File: src/rtl/csr_pkg.sv
`default_nettype none
// ============================================================================
// csr_pkg : machine-mode CSR addresses, Zicsr funct3 codes, sequencer states
// Revision: 1.0
// ============================================================================
package csr_pkg;

    localparam logic [11:0] c_CSR_MVENDORID = 12'hF11;
    localparam logic [11:0] c_CSR_MARCHID   = 12'hF12;
    localparam logic [11:0] c_CSR_MIMPID    = 12'hF13;
    localparam logic [11:0] c_CSR_MHARTID   = 12'hF14;
    localparam logic [11:0] c_CSR_MSTATUS   = 12'h300;
    localparam logic [11:0] c_CSR_MISA      = 12'h301;
    localparam logic [11:0] c_CSR_MIE       = 12'h304;
    localparam logic [11:0] c_CSR_MTVEC     = 12'h305;
    localparam logic [11:0] c_CSR_MSCRATCH  = 12'h340;
    localparam logic [11:0] c_CSR_MEPC      = 12'h341;
    localparam logic [11:0] c_CSR_MCAUSE    = 12'h342;
    localparam logic [11:0] c_CSR_MTVAL     = 12'h343;
    localparam logic [11:0] c_CSR_MIP       = 12'h344;

    typedef enum logic [2:0] {
        F3_RW  = 3'b001,
        F3_RS  = 3'b010,
        F3_RC  = 3'b011,
        F3_RWI = 3'b101,
        F3_RSI = 3'b110,
        F3_RCI = 3'b111
    } csr_funct3_e;

    typedef enum logic [1:0] {
        ST_IDLE  = 2'd0,
        ST_READ  = 2'd1,
        ST_WRITE = 2'd2,
        ST_RESP  = 2'd3
    } csr_state_e;

    function automatic logic csr_implemented(input logic [11:0] addr);
        case (addr)
            c_CSR_MVENDORID, c_CSR_MARCHID, c_CSR_MIMPID, c_CSR_MHARTID,
            c_CSR_MSTATUS, c_CSR_MISA, c_CSR_MIE, c_CSR_MTVEC,
            c_CSR_MSCRATCH, c_CSR_MEPC, c_CSR_MCAUSE, c_CSR_MTVAL,
            c_CSR_MIP:  return 1'b1;
            default:    return 1'b0;
        endcase
    endfunction

endpackage
`default_nettype wire

File: src/rtl/csr_alu.sv
`default_nettype none
// ============================================================================
// csr_alu : combinational new-value computation for CSRRW/RS/RC (+ immediate)
// Revision: 1.0
// ============================================================================
module csr_alu
    import csr_pkg::*;
#(
    parameter int XLEN = 32
) (
    input  logic [2:0]      funct3_i,
    input  logic [XLEN-1:0] old_i,
    input  logic [XLEN-1:0] src_i,
    output logic [XLEN-1:0] new_o
);

    always_comb begin
        new_o = src_i;
        case (funct3_i)
            F3_RS, F3_RSI: new_o = old_i | src_i;
            F3_RC, F3_RCI: new_o = old_i & ~src_i;
            default:       new_o = src_i;
        endcase
    end

endmodule
`default_nettype wire

File: src/rtl/csr_unit.sv
`default_nettype none
// ============================================================================
// csr_unit : Zicsr read-modify-write sequencer in front of the M-mode CSR file
// Revision: 1.0
// ============================================================================
module csr_unit
    import csr_pkg::*;
#(
    parameter int XLEN = 32
) (
    input  logic            clk,
    input  logic            rstl,
    input  logic            req_valid,
    output logic            req_ready,
    input  logic [2:0]      req_funct3,
    input  logic [11:0]     req_addr,
    input  logic [4:0]      req_rs1,
    input  logic [XLEN-1:0] req_rs1_val,
    input  logic [4:0]      req_rd,
    output logic            resp_valid,
    input  logic            resp_ready,
    output logic [4:0]      resp_rd,
    output logic [XLEN-1:0] resp_data,
    output logic            resp_we,
    output logic            resp_illegal,
    output logic            csr_w,
    output logic [11:0]     csr_addr,
    output logic [XLEN-1:0] csr_din,
    input  logic [XLEN-1:0] csr_dout
);

    csr_state_e      state_q;
    logic [2:0]      funct3_q;
    logic [4:0]      rs1_q;
    logic [4:0]      rd_q;
    logic [XLEN-1:0] rs1_val_q;
    logic [XLEN-1:0] old_q;
    logic [11:0]     csr_addr_q;
    logic [XLEN-1:0] csr_din_q;
    logic            csr_w_q;
    logic            resp_valid_q;
    logic            resp_we_q;
    logic            resp_illegal_q;
    logic [4:0]      resp_rd_q;
    logic [XLEN-1:0] resp_data_q;

    logic [XLEN-1:0] w_src;
    logic [XLEN-1:0] csr_din_d;
    logic            w_f3_bad;
    logic            w_wr_attempt;
    logic            w_illegal;
    logic            w_wen;

    // Legality is decoded from the latched request, so it is stable from READ onward.
    assign w_src        = funct3_q[2] ? {{(XLEN-5){1'b0}}, rs1_q} : rs1_val_q;
    assign w_f3_bad     = (funct3_q[1:0] == 2'b00);
    assign w_wr_attempt = (funct3_q[1:0] == 2'b01) || (rs1_q != 5'd0);
    assign w_illegal    = w_f3_bad || !csr_implemented(csr_addr_q)
                          || (w_wr_attempt && (csr_addr_q[11:10] == 2'b11));
    assign w_wen        = w_wr_attempt && !w_illegal;

    // csr_dout is only sampled in READ, where it is the pre-write value.
    csr_alu #(.XLEN(XLEN)) u_alu (
        .funct3_i (funct3_q),
        .old_i    (csr_dout),
        .src_i    (w_src),
        .new_o    (csr_din_d)
    );

    always_ff @(posedge clk or negedge rstl) begin
        if (!rstl) begin
            state_q        <= ST_IDLE;
            funct3_q       <= 3'd0;
            rs1_q          <= 5'd0;
            rd_q           <= 5'd0;
            rs1_val_q      <= '0;
            old_q          <= '0;
            csr_addr_q     <= 12'd0;
            csr_din_q      <= '0;
            csr_w_q        <= 1'b0;
            resp_valid_q   <= 1'b0;
            resp_we_q      <= 1'b0;
            resp_illegal_q <= 1'b0;
            resp_rd_q      <= 5'd0;
            resp_data_q    <= '0;
        end else begin
            case (state_q)
                ST_IDLE: begin
                    if (req_valid) begin
                        funct3_q   <= req_funct3;
                        csr_addr_q <= req_addr;
                        rs1_q      <= req_rs1;
                        rs1_val_q  <= req_rs1_val;
                        rd_q       <= req_rd;
                        state_q    <= ST_READ;
                    end
                end
                ST_READ: begin
                    old_q   <= csr_dout;
                    csr_w_q <= w_wen;
                    if (w_wen) begin
                        csr_din_q <= csr_din_d;
                    end
                    state_q <= ST_WRITE;
                end
                ST_WRITE: begin
                    csr_w_q        <= 1'b0;
                    resp_valid_q   <= 1'b1;
                    resp_rd_q      <= rd_q;
                    resp_data_q    <= w_illegal ? '0 : old_q;
                    resp_we_q      <= !w_illegal && (rd_q != 5'd0);
                    resp_illegal_q <= w_illegal;
                    state_q        <= ST_RESP;
                end
                ST_RESP: begin
                    if (resp_ready) begin
                        resp_valid_q <= 1'b0;
                        state_q      <= ST_IDLE;
                    end
                end
                default: state_q <= ST_IDLE;
            endcase
        end
    end

    assign req_ready    = (state_q == ST_IDLE);
    assign csr_w        = csr_w_q;
    assign csr_addr     = csr_addr_q;
    assign csr_din      = csr_din_q;
    assign resp_valid   = resp_valid_q;
    assign resp_rd      = resp_rd_q;
    assign resp_data    = resp_data_q;
    assign resp_we      = resp_we_q;
    assign resp_illegal = resp_illegal_q;

endmodule
`default_nettype wire
File: config.mk
export PLATFORM = sky130hd
export DESIGN_NAME = csr_unit
export DESIGN_NICKNAME = d
export VERILOG_FILES = /design/src/rtl/csr_pkg.sv /design/src/rtl/csr_alu.sv /design/src/rtl/csr_unit.sv
export SDC_FILE = /design/constraint.sdc
export NUM_CORES = 1
export LEC_CHECK = 0
export CAP_MARGIN = 25
export CELL_PAD_IN_SITES_DETAIL_PLACEMENT = 0
export CELL_PAD_IN_SITES_GLOBAL_PLACEMENT = 1
export CORE_AREA = 5 5 141 143
export CTS_BUF_LIST = sky130_fd_sc_hd__clkbuf_8
export DETAILED_ROUTE_END_ITERATION = 7
export DIE_AREA = 0 0 146 148
export PLACE_DENSITY = 0.85
export SYNTH_ARGS = -nofsm -noshare
export SYNTH_HDL_FRONTEND = slang
export SYNTH_SLANG_ARGS = --single-unit
File: constraint.sdc
create_clock -name clk -period 2.7 [get_ports clk]
set_clock_uncertainty 0.1 [all_clocks]
set_input_delay 0.27 -clock clk [delete_from_list [all_inputs] [get_ports clk]]
set_output_delay 0.27 -clock clk [all_outputs]
set_load 0.02 [all_outputs]
==> run summary <==
status: finished, final reports clean
Net Count, Synth: 665
yosys warns: 0
top_reg_cell synth: dfrtp_1
Mapped Area: 0.007433 sq mm
Clock Latency Late Sink: 0.45 ns
Worst Hold Class: in2async
PD cells: 972.0 mW/mm^2
Rows: 50
Mean Syn Cell Area: 13.09 sq um
TNS Setup: 0 ns
part of the power in registers: 40.3%
async set or reset register ratio after synthesis: 100.0%
post-CTS setup buffers: 0
P_leak: 4.158 nW
Ports: 179
area delta synth->final: 32.84%
vias in the first global route: 5468
Worst-Margin Slew: 0.7586 ns
CTS tree: yes
Clock Power Share: 20.9%
I/O Buffers: 178
core area: 0.01846 sq mm
type of origin of the critical path: register
fmax: 433.1 MHz
Comb pwr share: 38.9%
final WL: 18290 microns
Slew headroom: 49.43%
sw frac: 34.96%
Final Cycle Share: 85.52%
distinct cell type count after synthesis: 39
CTS resizes: 0
total track usage: 17.24%
vias after detailed routing: 5052
drt pass-1 iters: 4
cell internal pwr: 6.242 mW
CP Class: reg2out
wire per inst: 18.49 microns
chip width: 146 microns
Tot Pwr: 9.598 mW
drt drc: 0
DP HPWL: 13140 microns
share of cells above drive strength 1: 28.21%
H-tree Lvls: 4
CTS Sinks: 164
global-route wire length before repair: 29480 microns
initial antenna violation count: 0
CTS Buffer Depth: 2
worst path required time: 2.33 ns
final hold vios: 0
worst vdd ir: 0.6718 mV
Fillers: 1527
number of max-cap violations: 0
net switching power: 3.356 mW
RSZ-0062 raised after global routing: no
Final Slew Violations: 0
crit path DAT: 1.94 ns
die height: 148 microns
DR vias/cell: 5.108
register clock-pin slew on the reported worst setup and hold paths: 0.09 ns
cts hold-fix bufs: 1
routability cong.: 0.7452
grt ovf: 0
Hold WS: 0.3174 ns
die area: 0.02161 sq mm
# nets final: 839
Post-synth EDFFs: 0
number of setup violations in the final report: 0
worst-path maximum fanout: 4
kind of end point of the critical path: primary output
R2R Setup Slk: 0.42 ns
DRT antenna net count: 0
Mapped Cells: 568
synthesized flop and latch total: 164
Antenna Cells: 0
register area share after synthesis: 55.21%
largest net degree at the start of global routing: 80
Num CTS Buffers: 17
Root Buffer: clkbuf_8
DR iter-0 viols: 245
initial cell density of the core: 40.28%
post-layout min period: 2.309 ns
==> critical path, cell delays in order (launching register included) <==
cell             delay, ns
dfrtp_1               0.42
inv_1                 0.14
ha_1                  0.26
clkdlybuf4s50_1       0.67
==> power by group through the flow <==
| stage | Combinational (mW) | Clock (mW) | Sequential, mW |
|---|---|---|---|
| final | 3.73 | 2.00 | 3.87 |
| after global routing | 4.09 | 2.15 | 3.98 |
| after CTS | 3.78 | 2.05 | 3.87 |
| after detailed placement | 3.76 | 0 | 3.91 |
| after global placement | 3.63 | 0 | 3.86 |
| after floorplan | 2.41 | 0 | 3.93 |
==> state kept, by name, summed over array words and instances, names as in the netlist <==
register / count
csr_din: 32
old_q: 32
resp_data: 32
rs1_val_q: 32
csr_addr: 12
rd_q: 5
resp_rd: 5
rs1_q: 5
funct3_q: 3
state_q: 2
csr_w: 1
resp_illegal: 1
resp_valid: 1
resp_we: 1
==> logic make-up (layout without fill, tap and decap cells) <==
logic type | Yosys count | in the layout | synth area share [%]
flip-flops | 164 | 164 | 55.21
multiplexers | 132 | 132 | 21.36
buffers and inverters | 107 | 294 | 7.086
AO/OA/AOI/OAI | 102 | 102 | 11.88
AND/OR/NAND/NOR | 58 | 58 | 3.670
adder cells (fa/ha/maj) | 4 | 4 | 0.6733
XOR/XNOR | 1 | 1 | 0.1178
==> cells in the mapped netlist (4+ instances only) <==
master	n	area share, %
nor2_1	5	0.25
nand3_1	5	0.34
mux2_4	29	5.9
dfrtp_1	164	55
o211ai_1	27	2.7
o22ai_1	4	0.34
inv_1	66	3.3
mux2i_1	6	0.81
ha_1	4	0.67
o22ai_2	30	5.0
o21ai_0	9	0.61
clkbuf_1	25	1.3
nand2_1	35	1.8
buf_6	5	0.76
o31ai_1	26	2.6
mux2_2	97	15
==> cells in the final DEF (no fill, tap or decap), types with 2 or more instances in the layout <==
| cell | netlist | routed |
|---|---|---|
| clkdlybuf4s50_1 | 0 | 177 |
| dfrtp_1 | 164 | 163 |
| mux2_2 | 97 | 97 |
| inv_1 | 66 | 67 |
| nand2_1 | 35 | 34 |
| o22ai_2 | 30 | 30 |
| mux2_4 | 29 | 29 |
| o211ai_1 | 27 | 27 |
| o31ai_1 | 26 | 26 |
| clkbuf_8 | 1 | 20 |
| buf_4 | 1 | 14 |
| o21ai_0 | 9 | 9 |
| mux2i_1 | 6 | 6 |
| nor2_1 | 5 | 5 |
| nand3_1 | 5 | 5 |
| o22ai_1 | 4 | 4 |
| bufinv_16 | 0 | 4 |
| a21oi_1 | 3 | 3 |
| nor2b_1 | 3 | 3 |
| clkinv_2 | 0 | 3 |
| inv_6 | 0 | 3 |
| buf_12 | 3 | 3 |
| ha_1 | 4 | 2 |
==> metal layers <==
metal	global-route usage, %	vias up	wire [microns]
li1	-	2333	-
met1	22.33	2547	8099
met2	27.89	153	8695
met3	5.794	19	1281
met4	4.751	0	212
met5	0	-	0
==> final cells by class <==
class	instances	area (sq um)	share of cell area [%]
Clock buffer	20	275.3	2.788
Sequential cell	164	4105	41.57
Multi-Input combinational cell	297	2821	28.57
Timing Repair Buffer	196	1958	19.83
Inverter	66	247.7	2.509
Clock inverter	12	173.9	1.761
Tap cell	234	292.8	2.965
==> path summary, 6_finish.rpt <==
check	from	endpoint	depth (start not counted)
hold reg to reg	old_q[28]	old_q[28]	1
setup reg to reg	rs1_q[4]	resp_data[31]	6
setup / recovery	state_q[0]	req_ready	3
max in group asynchronous	rstl	resp_data[15]	3
min in group clk	resp_ready	resp_valid	2
hold / removal	rstl	rs1_val_q[5]	2
==> through the flow <==
step	worst slack [ns]	area (sq um)	std cells	utilization, %
2_1_floorplan	0.5830	7433	568	-
6_report	0.3909	9874	989	53.51
3_5_place_dp	0.4463	9415	956	51.02
3_3_place_gp	0.4798	9415	956	51.02
5_1_grt	0.2878	9874	989	53.51
4_1_cts	0.3484	9874	989	53.51
(Power assumes the default switching activity.)
